$ cat src/rtl/toggle_monitor.sv
// Per-bit toggle coverage monitor: pulses o_valid when a bit has been seen both rising and falling.
// Optional macro TOGGLE_ONESHOT_EN: pulse only on each bit's first full toggle since reset/clear.
module toggle_monitor #(
    parameter int WIDTH = 9,
    localparam int CW = $clog2(WIDTH + 1)
) (
    input  logic             i_clk,
    input  logic             i_rst,
    input  logic             i_en,
    input  logic             i_clear,
    input  logic [WIDTH-1:0] i_sig,
    output logic [WIDTH-1:0] o_valid,
    output logic [CW-1:0]    o_covered_cnt,
    output logic             o_all_covered
);

    typedef enum logic {
        ST_INIT,
        ST_RUN
    } state_t;

    state_t           r_state;
    logic [WIDTH-1:0] r_prev;
    logic [WIDTH-1:0] r_seen_rise;
    logic [WIDTH-1:0] r_seen_fall;
    logic [WIDTH-1:0] r_covered;
    logic [WIDTH-1:0] r_valid;
    logic [CW-1:0]    r_covered_cnt;
    logic             r_all_covered;

    logic             w_sample;
    logic [WIDTH-1:0] w_rise;
    logic [WIDTH-1:0] w_fall;
    logic [WIDTH-1:0] w_rise_post;
    logic [WIDTH-1:0] w_fall_post;
    logic [WIDTH-1:0] w_newly_set;
    logic [WIDTH-1:0] w_done;
    logic [WIDTH-1:0] w_seen_rise_nxt;
    logic [WIDTH-1:0] w_seen_fall_nxt;
    logic [WIDTH-1:0] w_covered_nxt;
    logic [CW-1:0]    w_covered_cnt_nxt;

    function automatic logic [CW-1:0] popcount(input logic [WIDTH-1:0] v);
        logic [CW-1:0] n;
        n = '0;
        for (int i = 0; i < WIDTH; i++) begin
            n = n + CW'(v[i]);
        end
        return n;
    endfunction

    // NOTE: every always_comb output gets a default first so no path leaves it unassigned (no latch).
    always_comb begin
        w_sample    = (r_state == ST_RUN) && i_en && !i_clear;
        w_rise      = w_sample ? (~r_prev & i_sig) : '0;
        w_fall      = w_sample ? (r_prev & ~i_sig) : '0;
        w_rise_post = r_seen_rise | w_rise;
        w_fall_post = r_seen_fall | w_fall;
        w_newly_set = (w_rise & ~r_seen_rise) | (w_fall & ~r_seen_fall);
        // A toggle completes only when this sample supplied the missing half of the pair.
        w_done      = w_rise_post & w_fall_post & w_newly_set;
`ifdef TOGGLE_ONESHOT_EN
        w_seen_rise_nxt = w_rise_post;
        w_seen_fall_nxt = w_fall_post;
`else
        w_seen_rise_nxt = w_rise_post & ~w_done;
        w_seen_fall_nxt = w_fall_post & ~w_done;
`endif
        w_covered_nxt     = r_covered | w_done;
        w_covered_cnt_nxt = popcount(w_covered_nxt);
    end

    // NOTE: sequential state uses non-blocking assignments so all registers update from the same pre-edge values.
    always_ff @(posedge i_clk or posedge i_rst) begin
        if (i_rst) begin
            r_state       <= ST_INIT;
            r_prev        <= '0;
            r_seen_rise   <= '0;
            r_seen_fall   <= '0;
            r_covered     <= '0;
            r_valid       <= '0;
            r_covered_cnt <= '0;
            r_all_covered <= 1'b0;
        end else if (i_clear) begin
            r_state       <= ST_INIT;
            r_prev        <= '0;
            r_seen_rise   <= '0;
            r_seen_fall   <= '0;
            r_covered     <= '0;
            r_valid       <= '0;
            r_covered_cnt <= '0;
            r_all_covered <= 1'b0;
        end else begin
            case (r_state)
                ST_INIT: begin
                    r_valid <= '0;
                    if (i_en) begin
                        r_prev  <= i_sig;
                        r_state <= ST_RUN;
                    end
                end
                ST_RUN: begin
                    r_valid <= w_done;
                    if (i_en) begin
                        r_prev        <= i_sig;
                        r_seen_rise   <= w_seen_rise_nxt;
                        r_seen_fall   <= w_seen_fall_nxt;
                        r_covered     <= w_covered_nxt;
                        r_covered_cnt <= w_covered_cnt_nxt;
                        r_all_covered <= (w_covered_cnt_nxt == CW'(WIDTH));
                    end
                end
                default: begin
                    r_state <= ST_INIT;
                    r_valid <= '0;
                end
            endcase
        end
    end

    assign o_valid       = r_valid;
    assign o_covered_cnt = r_covered_cnt;
    assign o_all_covered = r_all_covered;

endmodule

$ cat config.mk
export PLATFORM = sky130hd
export DESIGN_NAME = toggle_monitor
export DESIGN_NICKNAME = d
export VERILOG_FILES = /design/src/rtl/toggle_monitor.sv
export SDC_FILE = /design/constraint.sdc
export NUM_CORES = 1
export LEC_CHECK = 0
export BUFFER_PORTS_ARGS = -buffer_cell sky130_fd_sc_hd__buf_2
export CORE_MARGIN = 2
export CORE_UTILIZATION = 50
export CTS_CLUSTER_SIZE = 24
export DETAILED_ROUTE_END_ITERATION = 12
export PLACE_DENSITY = 0.69
export SYNTH_ARGS = -nofsm -noshare
export SYNTH_HDL_FRONTEND = slang
export SYNTH_SLANG_ARGS = --single-unit
$ cat constraint.sdc
create_clock -name i_clk -period 8.11 [get_ports i_clk]
set_clock_uncertainty 0.15 [all_clocks]
set_input_delay 1.622 -clock i_clk [delete_from_list [all_inputs] [get_ports i_clk]]
set_output_delay 1.622 -clock i_clk [all_outputs]
set_load 0.01 [all_outputs]
=== Word-level counts from Yosys, hierarchy flattened ===
Cells that the tools add are included.

* Bits in registers: 51
* Latch bits: 0
* Bits in writable memories: 0
* Memory bits (read-only): 0
* Input bits: 13
* Output and inout port bits: 14
* Memories kept: 0

* Add/sub/neg operators: 8
* $mul: 0
* Divide/modulo/power cells: 0
* Magnitude comparators: 0
* Equality and inequality tests: 1
* Shift operators: 0
* Mux-type cells: 24
* Bitwise operators: 18
* Reductions and logical operators: 6

{| class="wikitable"
|+ Operators with widths
! operator !! count
|-
| $mux W9 || 14
|-
| $and A9 B9 Y9 || 8
|-
| $not A9 Y9 || 5
|-
| $or A9 B9 Y9 || 4
|-
| $add A4 B1 Y4 || 5
|-
| $pmux W9 S2 || 1
|-
| $mux W4 || 3
|-
| $mux W1 || 6
|-
| $add A3 B1 Y4 || 1
|-
| $eq A4 B4 Y1 const B || 1
|-
| $reduce_bool A2 Y1 || 2
|-
| $add A2 B1 Y3 || 1
|-
| $add A1 B1 Y2 || 1
|-
| $logic_and A1 B1 Y1 || 2
|-
| $reduce_and A2 Y1 || 1
|-
| $logic_not A1 Y1 || 1
|-
| $not A1 Y1 || 1
|}

=== Logic depth before layout (Yosys ltp) ===
Gate-level depths: netlist of the first run.

* Depth after elaboration: 19
* Mapped depth: 13

=== Worst setup path before layout of the first run ===
Ideal clock, no wire load.

* Path kind: input port to flip-flop
* Start point: input i_clear
* End point: register r_all_covered (netlist: o_all_covered)
* Arrival: 5,353 ps
* Required time: 7,884 ps
* Path slack: 2,531 ps
* Stages on the path: 13
* Path buffers: 2
* Path through: buf_6 -> nand3b_4 -> buf_2 -> a21oi_1 -> nor2_1 -> fa_1 -> fa_1 -> fa_1 -> fa_1 -> inv_1 -> fa_1 -> or4b_1 -> o21ai_1

* Cells in the longest elaborated chain, start to end: 19
* Elaborated cells on any way between the ends: 27
* Classes of those cells: 8 x add/sub; 1 x eq/ne; 5 x mux; 8 x bitwise; 5 x reduce/logical

{| class="wikitable"
|+ RTL lines
! element !! line !! source
|-
| from (decl) || 10 || <nowiki>input logic i_clear,</nowiki>
|-
| $logic_not A1 Y1 || 54 || <nowiki>w_sample = (r_state == ST_RUN) && i_en && !i_clear;</nowiki>
|-
| $logic_and A1 B1 Y1 || 54 ||
|-
| $mux W9, on equally long branches || 55, 56 ||
|-
| $or A9 B9 Y9, or another cell as far along || 57 || <nowiki>w_rise_post = r_seen_rise | w_rise;</nowiki>
|-
| $and A9 B9 Y9 or $or A9 B9 Y9 (tied branches) || 61, 59 ||
|-
| $and A9 B9 Y9 || 61 || <nowiki>w_done = w_rise_post & w_fall_post & w_newly_set;</nowiki>
|-
| $or A9 B9 Y9 || 69 || <nowiki>w_covered_nxt = r_covered | w_done;</nowiki>
|-
| $add A1 B1 Y2 || 47 || <nowiki>n = n + CW'(v[i]);</nowiki>
|-
| $add A2 B1 Y3 || 47 ||
|-
| $add A3 B1 Y4 || 47 ||
|-
| $add A4 B1 Y4 (5 in a row) || 47 ||
|-
| $eq A4 B4 Y1 || 110 || <nowiki>r_all_covered <= (w_covered_cnt_nxt == CW'(WIDTH));</nowiki>
|-
| $mux W1 || 104 || <nowiki>if (i_en) begin</nowiki>
|-
| $mux W1 || 94 || <nowiki>case (r_state)</nowiki>
|-
| $mux W1 || 84 || <nowiki>end else if (i_clear) begin</nowiki>
|-
| to (signal assigned) || 110 ||
|-
| to (decl) || 29 || <nowiki>logic r_all_covered;</nowiki>
|}

Several ways; a longest one is shown, not always the timed one. The select of a mux whose other input is x is not followed.
A chain may end at the register's enable or synchronous reset.

=== Worst setup path in the final report of the first run ===
* Start point: input i_en
* End point: register r_all_covered (netlist: o_all_covered)

* Cells in the longest elaborated chain, start to end: 19
* Elaborated cells on any way between the ends: 26
* Classes of those cells: 8 x add/sub; 1 x eq/ne; 5 x mux; 8 x bitwise; 4 x reduce/logical

{| class="wikitable"
|+ RTL lines
! element !! line !! source
|-
| from (decl) || 9 || <nowiki>input logic i_en,</nowiki>
|-
| $logic_and A1 B1 Y1 (2 in a row) || 54 ||
|-
| $mux W9, on equally long branches || 55, 56 ||
|-
| $or A9 B9 Y9, or another cell as far along || 57 ||
|-
| $and A9 B9 Y9 or $or A9 B9 Y9 (tied branches) || 61, 59 ||
|-
| $and A9 B9 Y9 || 61 ||
|-
| $or A9 B9 Y9 || 69 ||
|-
| $add A1 B1 Y2 || 47 ||
|-
| $add A2 B1 Y3 || 47 ||
|-
| $add A3 B1 Y4 || 47 ||
|-
| $add A4 B1 Y4 (5 in a row) || 47 ||
|-
| $eq A4 B4 Y1 || 110 ||
|-
| $mux W1 || 104 ||
|-
| $mux W1 || 94 ||
|-
| $mux W1 || 84 ||
|}

Several ways; a longest one is shown, not always the timed one. The select of a mux whose other input is x is not followed.

==> results.md, run 1 <==
- In the synthesized netlist, the number of instances is between 200 and 250.
- The critical path goes through buf_2 > nand3b_4 > a21oi_1 > nor2_1 > fa_1 > fa_1 > fa_1 > fa_1 > inv_1 > fa_1 > or4b_1 > o21ai_1.
- The total power after layout is ~0.53 mW.
- The number of H-tree levels is 2.
- The final critical-path required period is ~5700 ps.
- The detail route stage leaves a number of antenna-violating nets equal to 0.
- By area the synthesized netlist is led by dfrtp_1, nand4bb_1, nor2_1.
- The count of warnings emitted by yosys is 0.
- The routed wire length per instance is ~15 µm.
- The library cell occupying the most area in the post-synthesis netlist is dfrtp_1.
- The floorplan step defined a core boundary enclosing ~5100 µm².
- Along the worst hold path, the cell count comes to 1.
- The first TritonRoute pass finished after 4 iterations.
- The final layout contains routed wiring with a total length of between 5000 and 6000 µm.
- The reg-to-reg critical path endpoint is o_all_covered.
- No sink is reached through more buffers than the 2 on the longest clock path.
- The weighted congestion reported at the end of routability-driven placement is 0.776.
- The power density of the placed cells is approximately 180 nW/µm².
- The area growth from synthesis to final layout is 11.0%.
- The post-synthesis sequential element count is 51.
- The worst pin sits at a relative slew slack of 31.1%.
- By instance count, the cell type seen most on the critical path is fa_1.
- The flow ran to the end, and the final reports show no timing, DRC or antenna violations.
- Across the whole layout, storage elements account for roughly 1300 µm².
- Setup repair after global routing left no endpoint under its margin.
- The number of port buffers is 26.
- Entering global routing, the biggest net connects 52 pins.
- The post-synthesis area per instance is 10.9 µm².
- The count of endpoints failing hold in the final timing report is 0.
- The hold path startpoint is r_covered[6].
- After clock tree synthesis, the clock-pin slew on the worst setup and hold paths is ~100 ps.
- The post-route clock period utilization is between 70% and 80%.
- The max-slew violation count is 0.
- The clock reaches the later pin of the worst-skew pair after about 310 ps.
- Summed over all nets, the half-perimeter wirelength after detailed placement is 3280 µm.
- Counting flops with a built-in enable in the synthesized netlist gives 0.
- The worst supply voltage drop on vdd is between 0.0001 and 0.00015 V.
- The horizontal die dimension is 76.2 µm.
- Synthesis instantiated 29 different standard cells from the library.
- The type of the worst min-delay path is reg2reg.
- The largest single stage delay on the critical path is about 520 ps.
- Using the TritonRoute via totals, the vias-per-cell ratio works out to 5.73.
- The count of inserted antenna diode cells is 0.
- The initial antenna violation count is 0.
- The kind of capture point of the worst setup path is a flop.
- For this run, the leading register cell type out of synthesis is dfrtp_1.
- The routed layout has between 1500 and 2000 vias.
- Counting flops with an async set or reset pin after synthesis yields a share of 100%.
- Of the cells placed in the final design, the portion with a size suffix greater than 1 is ~15%.
- At the pin with the least slew margin, the transition time is a little over 1000 ps.
- Hold repair after CTS inserted 0 buffers.
- At the worst endpoint, the arrival time is 5770 ps.
- The synthesized netlist occupies a cell area of approximately 2600 µm².
- The largest driver fanout on the critical path is 22.
- The overall die area is 5810 µm².
- Setup violations remaining at the end of the flow were counted as 0.
- After synthesis, the largest area contributor takes up 49.0% of total cell area.
- The startpoint of the worst-slack reg-to-reg timing path is r_state.
- After the last flow step, the layout net total stands at roughly 280.
- The worst setup path is launched from a primary input.
- The all-layer global routing usage is about a fifth.
- The max-capacitance violation count is 0.
- The share of the yosys chip area belonging to registers is a little under 50%.
- The first global-routing pass estimated about 9000 µm of wire.
- The combined area of the multi-input logic cells is around 1200 µm².
- Once the clock tree was built, the setup fixing pass inserted 0 buffers.
- The total negative slack for setup checks is 0 ps.
- Row generation in the floorplan step produced 26 rows.
- The cell sitting at the root of the clock tree is a clkbuf_8.
- The post-synthesis net count is 260.
- Clock tree synthesis found a total of 51 sinks.
- The number of global-route vias before repair is between 1500 and 2000.
- The data required time of the critical path is slightly above 8000 ps.
- The number of fill cells is ~460.
- The starting DRC count in detailed routing is 76.
- The die is around 76 µm tall.
- The internal reg-to-reg setup slack is approximately 3500 ps.
- Clock tree synthesis inserted a total of 5 buffers.
- The count of pins on the block boundary is 27.
- Once the clock tree was built, the resizer swapped 0 gates to a different size.
- Derived from the worst setup path, the maximum achievable clock frequency is approximately 180 MHz.
- TritonCTS built the clock tree.
- In this run the static leakage power is approximately 1.4 nW.
- The worst setup path is of the in2reg kind.
- The end of the worst hold path is r_covered[6].
- Global routing finished with a remaining overflow of 0.
- The initial standard-cell utilization of the core is about half.
- For this design, the slowest cell found on the critical path is fa_1.
- The number of cells on the worst reg-to-reg path is 11.
- The post-route DRC violation count is 0.
## metrics by stage
step | instance area [µm²] | hold WS [ps] | util (%) | setup slack, ps | instances
CTS | 2890 | 340 | 57.0 | 2410 | 332
finish | 2890 | 338 | 57.0 | 2430 | 332
floorplan | 2610 | 300 | - | 2530 | 240
detailed placement | 2760 | 317 | 54.3 | 2080 | 324
global placement | 2760 | 314 | 54.3 | 2150 | 324
global route | 2890 | 357 | 57.0 | 2210 | 332
## cells in the final DEF (no fill, tap or decap), types with 2 or more instances in the layout
cell type	count
dfrtp_1	51
nor2_1	40
a21oi_1	28
buf_2	26
nand4bb_1	18
mux2i_1	9
a21o_1	9
nor4b_1	9
nor4_1	9
and4b_1	9
o21bai_1	9
o31ai_1	9
fa_1	5
clkbuf_8	5
inv_1	4
nand2_1	3
inv_2	2
nand3_1	2
o21ai_1	2
a211oi_1	2
ha_1	2
bufinv_16	2
## worst max-delay path: cells and delay by family
kind / cells / cell delay (ps)
compound gates: 2 / 390
fa+ha+maj: 5 / 2410
simple gates: 3 / 860
buf+inv: 2 / 480
## synthesized netlist by cell type (all sizes together) (5+ instances only)
cell type / number
dfrtp: 51
nor2: 40
a21oi: 28
nand4bb: 18
a21o: 9
and4b: 9
mux2i: 9
nor4: 9
nor4b: 9
o21bai: 9
o31ai: 9
buf: 6
clkbuf: 6
inv: 6
fa: 5
## power by group
| group | internal [mW] | switching [mW] | leakage [nW] | total (mW) |
|---|---|---|---|---|
| clock | 0.123 | 0.0867 | 0.0644 | 0.210 |
| sequential | 0.263 | 0.0135 | 0.698 | 0.276 |
| combinational | 0.0206 | 0.0279 | 0.598 | 0.0484 |
| total | 0.406 | 0.128 | 1.36 | 0.535 |
## final cells by class
type                            count  area share, %
Inverter                            6          0.779
Multi-Input combinational cell    171           42.9
Clock buffer                        5           2.38
Timing Repair Buffer               26           4.50
Sequential cell                    51           44.1
Clock inverter                      3           2.34
Tap cell                           70           3.03
## how the worst max path moves through the flow
stage | startpoint | end
final | i_en | o_all_covered
after global routing | i_clear | o_all_covered
after detailed placement | i_clear | o_all_covered
after floorplan | i_clear | o_all_covered
after CTS | i_clear | o_all_covered
after global placement | i_clear | o_all_covered
## cells by family after synthesis
group / synth area share [%]
XOR/XNOR: 0.336
AND/OR/NAND/NOR: 24.7
buffers and inverters: 3.46
flip-flops: 49.0
adder cells (fa/ha/maj): 4.80
AO/OA/AOI/OAI: 14.3
multiplexers: 3.46
## state kept, by name, indices dropped and copies added, names as in the netlist
| register | flops |
|---|---|
| o_covered_cnt | 4 |
| r_seen_rise | 9 |
| r_covered | 9 |
| r_state | 1 |
| r_seen_fall | 9 |
| o_valid | 9 |
| o_all_covered | 1 |
| r_prev | 9 |
## layer usage
metal	wire (µm)	track usage (%)	vias to the layer above
met3	164	3.79	8
li1	-	-	924
met1	2540	27.7	938
met4	72	6.18	0
met5	0	0	-
met2	2310	28.5	32
Note: power is estimated with default switching activity, not from simulation.
==> run 2: changes to the inputs <==
--- a/config.mk
+++ b/config.mk
@@ -10,7 +10,7 @@
 export CORE_UTILIZATION = 50
 export CTS_CLUSTER_SIZE = 24
 export DETAILED_ROUTE_END_ITERATION = 12
-export PLACE_DENSITY = 0.69
+export PLACE_DENSITY = 0.72
 export SYNTH_ARGS = -nofsm -noshare
 export SYNTH_HDL_FRONTEND = slang
 export SYNTH_SLANG_ARGS = --single-unit
==> constraint.sdc (replaced) <==
create_clock -name i_clk -period 5.08 [get_ports i_clk]
set_clock_uncertainty 0.15 [all_clocks]
set_input_delay 1.016 -clock i_clk [delete_from_list [all_inputs] [get_ports i_clk]]
set_output_delay 1.016 -clock i_clk [all_outputs]
set_load 0.01 [all_outputs]
==> run 2 against run 1 <==
Against the previous run: die area unchanged; worst setup slack worse by 2100 ps; via count up 3.8%; first-iteration DRC count up 83%; critical path type unchanged; total power up 41%; hold slack about the same; sequential power up 59%; clock power up 10%; register-to-register slack worse by 2800 ps; sequential share of layout area down 0.17 points.
==> results.md, run 2 (synthesized netlist as in run 1, its figures left out) <==
- The tightest slew margin relative to the limit is 30.2% (-0.88 points).
- The switching power of the nets came to 0.192 mW (+50%).
- The half-perimeter wire length of the detailed placement result is 3530 µm (+7.4%).
- The count of pins on the block boundary is 27 (unchanged).
- The share of total power in the clock network came to 30.8% (-8.4 points).
- The worst hold slack after final layout was 339 ps (+0.344 ps).
- The horizontal die dimension is 76.2 µm (unchanged).
- The routed wire length per instance is 15.7 µm (+2.5%).
- The count of clock tree sinks is 51 (unchanged).
- The min-delay analysis places its worst path in the category reg2reg.
- The root buffer cell chosen for the clock tree is clkbuf_8.
- The insertion delay of the later-clocked pin in the worst-skew pair is 300 ps (about the same).
- The worst supply voltage drop on vdd is 0.000113 V (+2.2%).
- The data required time of the critical path is 5160 ps (-3040 ps).
- The via total after detailed routing is 1975 (+3.8%).
- The global-route congestion overflow total is 0 (unchanged).
- The area of the core was 5070 µm² (unchanged).
- The combinational fraction of design power is 10.9% (+1.8 points).
- The number of fill cells came to 448 (-1.5%).
- Leaving out fill and tap cells, the most frequent cell in the layout is dfrtp_1.
- In the layout the commonest cells are dfrtp_1, nor2_1, a21oi_1, buf_2, nand4bb_1.
- Counting I/O delays and the setup requirement, the final critical path takes roughly 4700 ps.
- The overall die area is 5810 µm² (unchanged).
- The pin count of the biggest net entering global routing came to 52 (unchanged).
- The count of inserted antenna diode cells is 0 (unchanged).
- The kind of start point of the critical path is a primary input.
- The largest driver fanout on the critical path was 7 (-68%).
- The data arrival time of the critical path was 4820 ps (-950 ps).
- The starting DRC count in detailed routing is 139 (+83%).
- The post-cts gate resize count is 0 (unchanged).
- The weighted congestion reported at the end of routability-driven placement is 0.801 (+3.2%).
- The setup path with the least slack is of type in2reg.
- The number of port buffers is 26 (unchanged).
- The max-slew violation count was 0 (unchanged).
- The count of endpoints failing hold in the final timing report is 0 (unchanged).
- The share of total power consumed by net switching is 25.5% (+1.5 points).
- Relative to the synthesized area, the layout overhead comes to 11.4%.
- The timing-limited maximum frequency is roughly 210 MHz.
- The initial antenna violation count came to 0 (unchanged).
- The all-layer global routing usage is 20.0% (+1.0 points).
- The number of detailed-routing iterations run before antenna repair is 4 (unchanged).
- The number of H-tree levels is 2 (unchanged).
- The post-route DRC violation count is 0 (unchanged).
- Setup repair after global routing left no endpoint under its margin.
- The power density of the placed cells is 259 nW/µm² (+40%).
- The post-CTS setup repair buffer count is 0 (unchanged).
- The initial standard-cell utilization of the core is 51.4% (unchanged).
- The max-capacitance violation count is 0 (unchanged).
- The number of setup violations in the final report is 0 (unchanged).
- The post-detailed-routing wire length came to 5320 µm (+4.6%).
- The leakage power summed over all cells is 1.38 nW (+1.7%).
- The share of final-layout standard cells stronger than drive strength 1 is 16.7% (+2.2 points).
- The total of hold buffers inserted after clock tree synthesis was 0 (unchanged).
- The flow ran to the end, and the final reports show no timing, DRC or antenna violations.
- The final net count is 289 (+2.8%).
- The total CTS buffers is 5 (unchanged).
- TritonCTS built the clock tree.
- The sequential cell fraction of total power is 58.3% (+6.6 points).
- The internal power component is 0.562 mW (+38%).
- The total power after layout was 0.754 mW (+41%).
- The number of nets with antenna violations after routing is 0 (unchanged).
- The total placed instance area came to 2820 µm² (+2.2%).
- The vertical extent of the die is 76.2 µm (unchanged).
- The global-route wire length before repair is 9420 µm (+6.6%).
- The number of rows created at floorplan was 26 (unchanged).
- Of the available clock period, the critical path in the final layout requires around 93%.
- The clock slew at the register clock pins of the worst setup and hold paths is 80 ps (-20 ps).
- The number of global-route vias before repair is 1987 (+8.5%).
- The detail-routed via count per cell was 5.83 (+1.7%).
- The buffer levels on the longest clock path is 2 (unchanged).
- STA classifies the critical path endpoint as a flop.
- The total negative slack for setup checks is 0 ps (unchanged).
- The final design instance area without fill is 2900 µm² (+0.39%).
- The pin slew with the least headroom to its limit came to 1050 ps (+14.7 ps).
-- run 2: path summary, 6_finish.rpt --
kind / from / to / slack [ps] / cells past startpoint
max in group asynchronous: i_rst / o_valid[7] / 3310 / 2
min: r_covered[1] / r_covered[1] / 340 / 1
max: i_sig[0] / o_all_covered / 340 / 12
min reg2reg: r_covered[1] / r_covered[1] / 340 / 1
min in group asynchronous: i_rst / o_valid[4] / 810 / 2
max reg2reg: r_seen_rise[0] / o_all_covered / 680 / 11
-- run 2: cell type report --
type	instances	area (µm²)	area share, %
Tap cell	70	87.6	3.02
Multi-Input combinational cell	171	1240	42.7
Inverter	6	22.5	0.776
Clock inverter	1	5.00	0.172
Sequential cell	51	1280	43.9
Timing Repair Buffer	34	190	6.55
Clock buffer	6	82.6	2.84
-- run 2: critical path, cell delays in order --
cell and delay, ps:
buf_2 130, nand4bb_1 170, a21oi_1 210, nor2_1 90
fa_1 520, fa_1 530, fa_1 530, fa_1 450
inv_1 80, fa_1 440, or4b_1 540, o21ai_1 120
-- run 2: routing by layer --
layer | part of all wire, % | GRT usage, % | routed length [µm]
met3 | 4.4 | 4.03 | 236
met4 | 1.5 | 7.27 | 78
met2 | 46 | 32.1 | 2470
met5 | 0 | 0 | 0
met1 | 48 | 27.1 | 2530
-- run 2: through the flow --
stage	worst slack [ps]	utilization, %	std cells
CTS	341	57.2	339
global route	201	57.2	339
global placement	132	55.5	332
floorplan	107	-	240
detailed placement	23.1	55.5	332
finish	335	57.2	339
-- run 2: power groups by stage --
stage	clock, mW	combinational (mW)	sequential [mW]
detailed placement	0	0.0829	0.447
floorplan	0	0.0604	0.443
CTS	0.241	0.0829	0.439
global route	0.258	0.0933	0.443
finish	0.232	0.0822	0.440
global placement	0	0.0808	0.446
